==> config.mk <==
export PLATFORM = sky130hd
export DESIGN_NAME = dau_sym_parser
export DESIGN_NICKNAME = d
export VERILOG_FILES = /design/src/rtl/dau_sym_parser_pkg.sv /design/src/rtl/dau_sym_parser_accum.sv /design/src/rtl/dau_sym_parser.sv
export VERILOG_INCLUDE_DIRS = /design/src /design/src/rtl
export SDC_FILE = /design/constraint.sdc
export NUM_CORES = 1
export LEC_CHECK = 0
export CORE_ASPECT_RATIO = 1.2
export CORE_MARGIN = 3
export CORE_UTILIZATION = 56
export DETAILED_ROUTE_END_ITERATION = 8
export HOLD_SLACK_MARGIN = 0.05
export PLACE_DENSITY = 0.79
export RECOVER_POWER = 25
export SETUP_SLACK_MARGIN = 0.4
export SYNTH_ARGS = -nofsm -noshare
export SYNTH_HDL_FRONTEND = slang
export SYNTH_SLANG_ARGS = --single-unit
==> constraint.sdc <==
create_clock -name i_clk -period 4 [get_ports i_clk]
set_input_delay 0.8 -clock i_clk [delete_from_list [all_inputs] [get_ports i_clk]]
set_output_delay 0.8 -clock i_clk [all_outputs]
set_load 0.03 [all_outputs]
==> src/rtl/dau_defs.vh <==
// Shared symbol, command and state encodings for the DAU calculator front end.
`ifndef DAU_DEFS_VH
`define DAU_DEFS_VH

`define DAU_SYM_WIDTH     5
`define DAU_SYM_DIGIT_MAX 5'd9
`define DAU_SYM_COMMA     5'd10
`define DAU_SYM_PLUS      5'd11
`define DAU_SYM_MINUS     5'd12
`define DAU_SYM_MUL       5'd13
`define DAU_SYM_DIV       5'd14
`define DAU_SYM_RESULT    5'd15
`define DAU_SYM_SEPARATOR 5'd16
`define DAU_SYM_RESET     5'd17
`define DAU_SYM_INVALID   5'd31

`define DAU_CMD_ADD       3'd0
`define DAU_CMD_SUB       3'd1
`define DAU_CMD_MUL       3'd2
`define DAU_CMD_DIV       3'd3
`define DAU_CMD_RESULT    3'd4
`define DAU_CMD_RESET     3'd5

`define DAU_ST_IDLE       3'd0
`define DAU_ST_SIGN       3'd1
`define DAU_ST_INT        3'd2
`define DAU_ST_FRAC       3'd3
`define DAU_ST_EMIT       3'd4
`define DAU_ST_ERROR      3'd5

`endif

==> src/rtl/dau_sym_parser_pkg.sv <==
// Typed views of the shared DAU encodings used by the symbol parser.
package dau_sym_parser_pkg;
`include "dau_defs.vh"

  localparam int unsigned SYM_W = `DAU_SYM_WIDTH;
  localparam int unsigned CMD_W = 3;

  typedef logic [SYM_W-1:0] sym_t;

  localparam sym_t SYM_DIGIT_MAX = `DAU_SYM_DIGIT_MAX;
  localparam sym_t SYM_COMMA     = `DAU_SYM_COMMA;
  localparam sym_t SYM_PLUS      = `DAU_SYM_PLUS;
  localparam sym_t SYM_MINUS     = `DAU_SYM_MINUS;
  localparam sym_t SYM_MUL       = `DAU_SYM_MUL;
  localparam sym_t SYM_DIV       = `DAU_SYM_DIV;
  localparam sym_t SYM_RESULT    = `DAU_SYM_RESULT;
  localparam sym_t SYM_SEP       = `DAU_SYM_SEPARATOR;
  localparam sym_t SYM_RESET     = `DAU_SYM_RESET;
  localparam sym_t SYM_INVALID   = `DAU_SYM_INVALID;

  localparam logic [CMD_W-1:0] CMD_ADD    = `DAU_CMD_ADD;
  localparam logic [CMD_W-1:0] CMD_SUB    = `DAU_CMD_SUB;
  localparam logic [CMD_W-1:0] CMD_MUL    = `DAU_CMD_MUL;
  localparam logic [CMD_W-1:0] CMD_DIV    = `DAU_CMD_DIV;
  localparam logic [CMD_W-1:0] CMD_RESULT = `DAU_CMD_RESULT;
  localparam logic [CMD_W-1:0] CMD_RESET  = `DAU_CMD_RESET;

  localparam logic [3:0] BCD_NINE = 4'h9;

  typedef enum logic [2:0] {
    ST_IDLE  = `DAU_ST_IDLE,
    ST_SIGN  = `DAU_ST_SIGN,
    ST_INT   = `DAU_ST_INT,
    ST_FRAC  = `DAU_ST_FRAC,
    ST_EMIT  = `DAU_ST_EMIT,
    ST_ERROR = `DAU_ST_ERROR
  } state_e;

  function automatic logic is_digit(input sym_t s);
    return s <= SYM_DIGIT_MAX;
  endfunction

endpackage

==> src/rtl/dau_sym_parser_accum.sv <==
// BCD digit accumulator: integer shift-in, fraction slot writes, overflow/zero detect.
// DAU_PARSE_SAT_EN: integer overflow saturates the whole magnitude to 9s instead of flagging.
module dau_bcd_accum
  import dau_sym_parser_pkg::*;
#(
  parameter int unsigned NUM_DIGITS  = 10,
  parameter int unsigned FRAC_DIGITS = 6
) (
  input  logic                    clk_i,
  input  logic                    rst_i,
  input  logic                    clr_i,
  input  logic                    int_shift_i,
  input  logic                    frac_wr_i,
  input  logic [3:0]              digit_i,
  output logic [4*NUM_DIGITS-1:0] mag_c,
  output logic                    inexact_o,
  output logic                    int_full_c,
  output logic                    zero_c
);

  localparam int unsigned INT_DIGITS = NUM_DIGITS - FRAC_DIGITS;
  localparam int unsigned IW         = 4 * INT_DIGITS;
  localparam int unsigned FW         = 4 * FRAC_DIGITS;
  localparam int unsigned CNT_W      = $clog2(NUM_DIGITS + 1);

  logic [IW-1:0]    int_q, int_d;
  logic [FW-1:0]    frac_q, frac_d;
  logic [CNT_W-1:0] sig_cnt_q, sig_cnt_d;
  logic [CNT_W-1:0] frac_cnt_q, frac_cnt_d;
  logic             inexact_q, inexact_d;
`ifdef DAU_PARSE_SAT_EN
  logic             sat_q, sat_d;
`endif

  assign int_full_c = (sig_cnt_q == CNT_W'(INT_DIGITS));
  assign zero_c     = ({int_q, frac_q} == '0);
  assign inexact_o  = inexact_q;
`ifdef DAU_PARSE_SAT_EN
  assign mag_c = sat_q ? {NUM_DIGITS{BCD_NINE}} : {int_q, frac_q};
`else
  assign mag_c = {int_q, frac_q};
`endif

  always_comb begin
    int_d      = int_q;
    frac_d     = frac_q;
    sig_cnt_d  = sig_cnt_q;
    frac_cnt_d = frac_cnt_q;
    inexact_d  = inexact_q;
`ifdef DAU_PARSE_SAT_EN
    sat_d      = sat_q;
`endif
    if (clr_i) begin
      int_d      = '0;
      frac_d     = '0;
      sig_cnt_d  = '0;
      frac_cnt_d = '0;
      inexact_d  = 1'b0;
`ifdef DAU_PARSE_SAT_EN
      sat_d      = 1'b0;
`endif
    end else if (int_shift_i) begin
      if (int_full_c) begin
`ifdef DAU_PARSE_SAT_EN
        sat_d     = 1'b1;
        inexact_d = 1'b1;
`else
        inexact_d = inexact_q;
`endif
      end else if ((sig_cnt_q != '0) || (digit_i != 4'h0)) begin
        // leading zeros neither shift nor consume an integer slot
        int_d     = (int_q << 4) | IW'(digit_i);
        sig_cnt_d = sig_cnt_q + CNT_W'(1);
      end
    end else if (frac_wr_i) begin
      if (frac_cnt_q < CNT_W'(FRAC_DIGITS)) begin
        for (int unsigned i = 0; i < FRAC_DIGITS; i++) begin
          if (frac_cnt_q == CNT_W'(FRAC_DIGITS - 1 - i)) frac_d[4*i +: 4] = digit_i;
        end
        frac_cnt_d = frac_cnt_q + CNT_W'(1);
      end else begin
        inexact_d = 1'b1;
      end
    end
  end

  always_ff @(posedge clk_i or posedge rst_i) begin
    if (rst_i) begin
      int_q      <= '0;
      frac_q     <= '0;
      sig_cnt_q  <= '0;
      frac_cnt_q <= '0;
      inexact_q  <= 1'b0;
`ifdef DAU_PARSE_SAT_EN
      sat_q      <= 1'b0;
`endif
    end else begin
      int_q      <= int_d;
      frac_q     <= frac_d;
      sig_cnt_q  <= sig_cnt_d;
      frac_cnt_q <= frac_cnt_d;
      inexact_q  <= inexact_d;
`ifdef DAU_PARSE_SAT_EN
      sat_q      <= sat_d;
`endif
    end
  end

endmodule

==> src/rtl/dau_sym_parser.sv <==
// RPN calculator tokenizer: symbol stream in, number/command tokens out.
// DAU_PARSE_SAT_EN: integer overflow saturates instead of entering ERROR.
module dau_sym_parser
  import dau_sym_parser_pkg::*;
#(
  parameter int unsigned NUM_DIGITS  = 10,
  parameter int unsigned FRAC_DIGITS = 6
) (
  input  logic                    i_clk,
  input  logic                    i_rst,
  input  logic                    i_valid,
  input  logic [SYM_W-1:0]        i_symbol,
  output logic                    o_ready,
  output logic                    o_tok_valid,
  input  logic                    i_tok_ready,
  output logic                    o_tok_is_num,
  output logic [CMD_W-1:0]        o_tok_cmd,
  output logic                    o_sign,
  output logic [4*NUM_DIGITS-1:0] o_mag,
  output logic                    o_inexact,
  output logic                    o_error
);

  localparam int unsigned MAG_W = 4 * NUM_DIGITS;
`ifdef DAU_PARSE_SAT_EN
  localparam bit SAT_EN = 1'b1;
`else
  localparam bit SAT_EN = 1'b0;
`endif

  state_e             state_q, state_d;
  logic               sign_q, sign_d;
  logic               ready_q, ready_d;
  logic               error_q, error_d;
  logic               tok_valid_q, tok_valid_d;
  logic               tok_is_num_q, tok_is_num_d;
  logic [CMD_W-1:0]   tok_cmd_q, tok_cmd_d;
  logic               tok_sign_q, tok_sign_d;
  logic [MAG_W-1:0]   tok_mag_q, tok_mag_d;
  logic               tok_inexact_q, tok_inexact_d;

  logic               acc_clr, acc_int_shift, acc_frac_wr;
  logic [MAG_W-1:0]   acc_mag_c;
  logic               acc_inexact, acc_int_full_c, acc_zero_c;

  logic               accept_c, hs_c, dig_c;
  logic               emit_num_c, emit_cmd_c;
  logic [CMD_W-1:0]   cmd_c;

  dau_bcd_accum #(
    .NUM_DIGITS  (NUM_DIGITS),
    .FRAC_DIGITS (FRAC_DIGITS)
  ) u_accum (
    .clk_i       (i_clk),
    .rst_i       (i_rst),
    .clr_i       (acc_clr),
    .int_shift_i (acc_int_shift),
    .frac_wr_i   (acc_frac_wr),
    .digit_i     (i_symbol[3:0]),
    .mag_c       (acc_mag_c),
    .inexact_o   (acc_inexact),
    .int_full_c  (acc_int_full_c),
    .zero_c      (acc_zero_c)
  );

  assign accept_c = i_valid && ready_q && (i_symbol != SYM_INVALID);
  assign hs_c     = tok_valid_q && i_tok_ready;
  assign dig_c    = is_digit(i_symbol);

  always_comb begin
    state_d       = state_q;
    sign_d        = sign_q;
    tok_valid_d   = tok_valid_q;
    tok_is_num_d  = tok_is_num_q;
    tok_cmd_d     = tok_cmd_q;
    tok_sign_d    = tok_sign_q;
    tok_mag_d     = tok_mag_q;
    tok_inexact_d = tok_inexact_q;
    acc_clr       = 1'b0;
    acc_int_shift = 1'b0;
    acc_frac_wr   = 1'b0;
    emit_num_c    = 1'b0;
    emit_cmd_c    = 1'b0;
    cmd_c         = CMD_ADD;

    if (hs_c) begin
      tok_valid_d = 1'b0;
      state_d     = ST_IDLE;
      sign_d      = 1'b0;
      acc_clr     = 1'b1;
    end

    if (accept_c) begin
      if (i_symbol == SYM_RESET) begin
        acc_clr    = 1'b1;
        sign_d     = 1'b0;
        emit_cmd_c = 1'b1;
        cmd_c      = CMD_RESET;
      end else begin
        case (state_q)
          ST_IDLE: begin
            if (dig_c) begin
              state_d       = ST_INT;
              acc_int_shift = 1'b1;
            end else begin
              case (i_symbol)
                SYM_MINUS:  state_d = ST_SIGN;
                SYM_COMMA:  state_d = ST_FRAC;
                SYM_PLUS:   begin emit_cmd_c = 1'b1; cmd_c = CMD_ADD;    end
                SYM_MUL:    begin emit_cmd_c = 1'b1; cmd_c = CMD_MUL;    end
                SYM_DIV:    begin emit_cmd_c = 1'b1; cmd_c = CMD_DIV;    end
                SYM_RESULT: begin emit_cmd_c = 1'b1; cmd_c = CMD_RESULT; end
                default:    state_d = state_q;
              endcase
            end
          end
          ST_SIGN: begin
            if (dig_c) begin
              state_d       = ST_INT;
              sign_d        = 1'b1;
              acc_int_shift = 1'b1;
            end else begin
              case (i_symbol)
                SYM_COMMA: begin state_d = ST_FRAC; sign_d = 1'b1; end
                SYM_SEP:   begin emit_cmd_c = 1'b1; cmd_c = CMD_SUB; end
                SYM_PLUS, SYM_MINUS, SYM_MUL, SYM_DIV, SYM_RESULT: state_d = ST_ERROR;
                default:   state_d = state_q;
              endcase
            end
          end
          ST_INT, ST_FRAC: begin
            if (dig_c) begin
              acc_int_shift = (state_q == ST_INT);
              acc_frac_wr   = (state_q == ST_FRAC);
              if ((state_q == ST_INT) && acc_int_full_c && !SAT_EN) state_d = ST_ERROR;
            end else begin
              case (i_symbol)
                SYM_COMMA: state_d = (state_q == ST_INT) ? ST_FRAC : ST_ERROR;
                SYM_SEP:   emit_num_c = 1'b1;
                SYM_PLUS, SYM_MINUS, SYM_MUL, SYM_DIV, SYM_RESULT: state_d = ST_ERROR;
                default:   state_d = state_q;
              endcase
            end
          end
          default: state_d = state_q;
        endcase
      end
    end

    // token payload is captured here so it stays frozen through EMIT
    if (emit_num_c || emit_cmd_c) begin
      state_d       = ST_EMIT;
      tok_valid_d   = 1'b1;
      tok_is_num_d  = emit_num_c;
      tok_cmd_d     = emit_num_c ? CMD_ADD : cmd_c;
      tok_sign_d    = emit_num_c && sign_q && !acc_zero_c;
      tok_mag_d     = emit_num_c ? acc_mag_c : '0;
      tok_inexact_d = emit_num_c && acc_inexact;
    end

    ready_d = (state_d != ST_EMIT);
    error_d = (state_d == ST_ERROR);
  end

  always_ff @(posedge i_clk or posedge i_rst) begin
    if (i_rst) begin
      state_q       <= ST_IDLE;
      sign_q        <= 1'b0;
      ready_q       <= 1'b1;
      error_q       <= 1'b0;
      tok_valid_q   <= 1'b0;
      tok_is_num_q  <= 1'b0;
      tok_cmd_q     <= '0;
      tok_sign_q    <= 1'b0;
      tok_mag_q     <= '0;
      tok_inexact_q <= 1'b0;
    end else begin
      state_q       <= state_d;
      sign_q        <= sign_d;
      ready_q       <= ready_d;
      error_q       <= error_d;
      tok_valid_q   <= tok_valid_d;
      tok_is_num_q  <= tok_is_num_d;
      tok_cmd_q     <= tok_cmd_d;
      tok_sign_q    <= tok_sign_d;
      tok_mag_q     <= tok_mag_d;
      tok_inexact_q <= tok_inexact_d;
    end
  end

  assign o_ready      = ready_q;
  assign o_error      = error_q;
  assign o_tok_valid  = tok_valid_q;
  assign o_tok_is_num = tok_is_num_q;
  assign o_tok_cmd    = tok_cmd_q;
  assign o_sign       = tok_sign_q;
  assign o_mag        = tok_mag_q;
  assign o_inexact    = tok_inexact_q;

endmodule

# Word-level counts from Yosys, hierarchy flattened
# Index checks and enable logic that the tools add are counted.
# classes
reduce_logical	39
add_sub_neg	2
bitwise_logic	1
div	0
shift	0
n_eq_ne	23
mux	78
magnitude_cmp	2
mul	0
# op_table
operator	count
two-way mux 24 bit	4
two-way mux 16 bit	4
two-way mux 4 bit	14
case mux 3 bit (3 select lines)	5
logical NOT 40 bit	1
two-way mux 40 bit	1
two-way mux 3 bit	13
two-way mux 1 bit	34
== test 5 x 4 -> 1 bit, second input constant	6
AND reduction 4 bit	6
nonzero test 2 bit	11
OR 16 x 4 -> 16 bit	1
== test 4 x 3 -> 1 bit, second input constant	3
== test 5 bit, second input constant	2
AND reduction 3 bit	3
adder 4 x 1 -> 4 bit, second input constant	2
== test 4 x 2 -> 1 bit, second input constant	2
nonzero test 4 bit	2
logical AND 1 bit	7
== test 3 x 2 -> 1 bit, second input constant	2
!= test 2 bit, second input constant	3
case mux 3 bit (2 select lines)	1
<= comparator 5 x 4 -> 1 bit, second input constant	1
!= test 5 bit, second input constant	1
13 further kinds	16
# word_totals
romBits	0
n_memories	0
inputBits	9
latchBits	0
mem_bits_rw	0
regBits	102
output_inout_bits	49

# Longest topological paths before layout
# logic_depth
ltp_word	10
ltp_mapped	8
ltp_nobuf	7

# By module
# A second synthesis with hierarchy kept.
# hier_totals
hier_cells	524
hier_area_um2	4999.8
# modules_own_cells
mod	instances	cells_each	area_per_inst_um2
dau_sym_parser	1	293	2591.2
dau_bcd_accum	1	231	2408.6

# Worst setup path after synthesis
# No wires, ideal clock.
# synth_path
path_kind	input to register
startpoint	input port i_symbol[3]
endpoint	register tok_is_num_q (netlist: o_tok_is_num)
slack_ps	1598
required_time_ps	3865
path_stages	8
setup_time_ps	135
arrival_time_ps	2267
cell_sequence	buf_2 -> or4b_4 -> nor4_2 -> o21ai_2 -> buf_2 -> buf_2 -> nand2_1 -> nand2_1
# synth_via
elab_chain_cells	8
word_cells_on_any_way	21
cone_classes	1 x order compare; 7 x eq/ne; 10 x mux; 3 x reduce/logical
# synth_rtl
item	line	rtl
start, declared	dau_sym_parser.sv:12	input logic [SYM_W-1:0] i_symbol,
== test 5 x 4 -> 1 bit	dau_sym_parser.sv:106	case (i_symbol)
OR reduction 4 bit (no source line)	n/a	
two-way mux 1 bit	dau_sym_parser.sv:106	
two-way mux 1 bit	dau_sym_parser.sv:102	if (dig_c) begin
case mux 1 bit (2 select lines)	dau_sym_parser.sv:100	case (state_q)
two-way mux 1 bit	dau_sym_parser.sv:94	if (i_symbol == SYM_RESET) begin
two-way mux 1 bit	dau_sym_parser.sv:93	if (accept_c) begin
logical OR 1 bit	dau_sym_parser.sv:151	if (emit_num_c || emit_cmd_c) begin
end signal, assigned	dau_sym_parser.sv:183	tok_is_num_q <= tok_is_num_d;
end, declared	dau_sym_parser.sv:36	logic tok_is_num_q, tok_is_num_d;
# Parallel ways exist; a longest one is shown, timed or not.
# A chain may end at the register's enable or synchronous reset.

# Final worst setup path
# layout_path
startpoint	input port i_symbol[4]
endpoint	register u_accum.frac_q[13]
# layout_via
elab_chain_cells	7
word_cells_on_any_way	21
cone_classes	1 x order compare; 3 x eq/ne; 12 x mux; 5 x reduce/logical
# layout_rtl
item	line	rtl
<= comparator 5 x 4 -> 1 bit	dau_sym_parser_pkg.sv:40	return s <= SYM_DIGIT_MAX;
two-way mux 1 bit (on tied branches)	dau_sym_parser.sv:132, dau_sym_parser.sv:102, dau_sym_parser.sv:118	
case mux 1 bit (2 select lines) / two-way mux 1 bit (equally long branches)	dau_sym_parser.sv:100	
two-way mux 1 bit	dau_sym_parser.sv:94	
two-way mux 1 bit	dau_sym_parser.sv:93	
!= test 2 bit (no source line) / nonzero test 2 bit (equally long branches)	n/a	
AND reduction 4 bit (no source line)	n/a	
end signal, assigned	dau_sym_parser_accum.sv:99	frac_q <= frac_d;
end, declared	dau_sym_parser_accum.sv:27	logic [FW-1:0] frac_q, frac_d;
# Parallel ways exist; a longest one is shown, timed or not.

==> flow_summary.toml <==
[status]
status = "complete, no violations"

[clock_tree]
clkLatencyLatePin_ns = 0.37
clock-sinks = 102
postCtsSetupBuffers = 0
cts_resized = 0
tritoncts = "built"
clk_pin_slew_ns = 0.10
cts_inserted_buffers = 9
ctsHoldBuffers = 0
htreeDepth = 3
root_buffer = "clkbuf_8"
cts_buffer_depth = 2

[global_route]
grtUsageTotal = 0.237
grt_max_degree = 69
use_met2 = 0.397
grt_pass1_vias = 3790
gr-max-usage-layer = "met2"
grt_use_met1 = 0.314
overflow = 0
grt_use_met3 = 0.0385
grt_pass1_wl_mm = 18.6
antenna_found_initial = 0

[detailed_routing]
first_iter_violations = 255
drtAntennaViolNets = 0
first_pass_iters = 5
totalWireLength_mm = 11.2
wl_per_cell_um = 16.3
via_per_inst = 5.77
route.detailed.drc = 0
num_vias = 3978

[job]
drv_cap = 0

[critical_path]
crit_path_max_fanout = 16
cp-end-kind = "register"
regToRegEndpoint = "u_accum.frac_q[13]"
slowest_delay_ns = 0.89
reg2reg_from = "state_q[2]"
crit_slowest_cell = "nor4_2"
crit_arrival_ns = 3.17
path_cells = "clkdlybuf4s50_1 > nor4_2 > nand3_1 > mux2i_1 > nor2_1"
startpoint_type = "primary input"
ff2ff_path_depth = 5
cp_data_required_time_ns = 4.24
regToRegSetupSlack_ns = 1.61
path_class = "primary input to register"

[sta]
fin_skew_ns = 0.0146
finalCritPeriodShare = 0.734
max_freq_mhz = 341
setup_viol = 0
slew_viol_final = 0
fin_crit_ns = 2.94
rsz0062_at_grt = "no"
finalWorstSetupSlack_ns = 1.06
relSlewSlack = 0.423
finalSetupTns_ns = 0
holdWs_ns = 0.483
finalHoldViolations = 0
tightest_slew_ns = 0.858

[place]
portBuffers = 57
finalWeightedCongestion = 0.842
dp_hpwl_mm = 7.57
placed_cells = 673
pre_cts_slack_ns = 0.778

[yosys]
synth_top_area_frac = 0.523
netlist_top_cells_count = "122 x nand2_1, 101 x dfrtp_1, 74 x nand3_1"
syn_inst = 524
synth_warnings = 0
synth.most_common_cell = "nand2_1"
yosysTopAreaCell = "dfrtp_1"
synth-seq-cells = 102
synth_fp_nets = 539
synth_area_um2 = 4830
synth_edf_count = 0
seq_area_frac_synth = 0.529
ys_types = 58
synthArstFlopShare = 1.00
netlist_top_cells_area = "dfrtp_1 52%, nand2_1 9.5%, nand3_1 7.7%"
synth_area_per_cell_um2 = 9.22
ys.flop_type = "dfrtp_1"

[power_and_ir_drop]
seq_power_share = 0.509
intPower_uw = 1770
power.total_uw = 2670
ir_worst_vdd_mv = 0.370
leakage_uw = 0.00281
power.share.switching = 0.337
share_comb_of_total_power = 0.233
p_sw_uw = 901
pwr-share-clk = 0.258
power.density_nw_per_um2 = 467

[min_path]
holdCritPathClass = "register to register"
min_from = "o_tok_is_num"
min_path_cells = 2
whs_endpoint = "o_tok_is_num"

[cells_and_area]
area_growth_pct = 18.6
antennaDiodeCount = 0
seq_area_um2 = 2550
n_fill_cell = 671
multi_input_area_um2 = 2090
final_cells = 689
drive_gt1_frac = 0.0800
fin_nets = 585

[floorplanning]
die_h_um = 108
dieArea_um2 = 9780
rows = 36
die_w_um = 90.8
io_pins = 58
core_area_um2 = 8240
start_util = 0.586
[power by group through the flow]
| stage | sequential [uW] | clock [uW] | combinational (uW) |
|---|---|---|---|
| floorplan | 1330 | 0 | 459 |
| global placement | 1370 | 0 | 598 |
| detailed placement | 1370 | 0 | 618 |
| CTS | 1350 | 700 | 622 |
| global route | 1380 | 747 | 686 |
| finish | 1360 | 690 | 623 |
[critical path, delay by kind of cell]
kind | cells | cell delay [ns]
buffers and inverters | 1 | 0.71
multiplexers | 1 | 0.26
AND/OR/NAND/NOR | 3 | 1.40
[through the flow]
stage / area, um2 / util
2_1_floorplan: 4830 / -
3_5_place_dp: 5510 / 0.669
5_1_grt: 5730 / 0.695
4_1_cts: 5730 / 0.695
3_3_place_gp: 5510 / 0.669
6_report: 5730 / 0.695
[kinds of logic (layout without fill, tap and decap cells)]
logic type	after synthesis	in the layout	synth area share
fa+ha+maj	6	6	0.0155
compound gates	70	70	0.0915
mux	17	17	0.0352
simple gates	277	277	0.278
buf+inv	47	98	0.0422
flops	102	102	0.529
xor+xnor	5	5	0.00907
[area by class of cell]
type                    count  area share
well taps                 114      0.0249
flip-flops and latches    102       0.446
repair buffers             72       0.119
clock inverters             6      0.0133
inverters                  10     0.00699
multi-input cells         375       0.366
clock buffers              10      0.0240
[registers in the layout, summed over array words and instances, names as in the netlist, 3 cells and up]
signal              cells
o_mag                  40
state_q                 3
u_accum.frac_cnt_q      4
u_accum.frac_q         24
u_accum.sig_cnt_q       4
o_tok_cmd               3
u_accum.int_q          16
[layer usage]
layer  vias to the layer above  routed length, um  part of all wire
met4                         0                178             0.016
li1                       1903                  -                 -
met5                         -                  0                 0
met1                      1938               4690              0.42
met2                       122               5740              0.51
met3                        15                615             0.055
[cells in the final DEF (no fill, tap or decap), drive strengths merged, types with 2 or more instances in the layout]
cell and instances:
clkinv 3, nor3 5, and4b 2, inv 12, a22o 2, nand2 123
dfrtp 101, o211ai 4, or4b 2, nand2b 2, and2 4, nor4 14
clkbuf 10, nor3b 2, nor2b 4, nand3 74, and3 2, a21oi 28
o21ai 16, and3b 2, or3 5, nor2 26, o21a 3, xor2 3
a211oi 2, a21o 2, nand4 4, nand3b 2, buf 15, clkdlybuf4s50 56
xnor2 2, nor4b 2, mux2i 17, ha 6
[worst max-delay path by stage]
stage | from | end | slack, ns | cells after the start
after floorplan | i_rst | o_error | 0.53 | 1
after global placement | i_symbol[3] | o_tok_cmd[1] | 0.85 | 7
after detailed placement | i_symbol[3] | o_tok_cmd[0] | 0.78 | 7
after CTS | i_symbol[4] | u_accum.frac_q[13] | 1.16 | 5
after global routing | i_symbol[4] | u_accum.frac_q[13] | 0.98 | 5
final | i_symbol[4] | u_accum.frac_q[13] | 1.06 | 5
(Power assumes the default switching activity.)
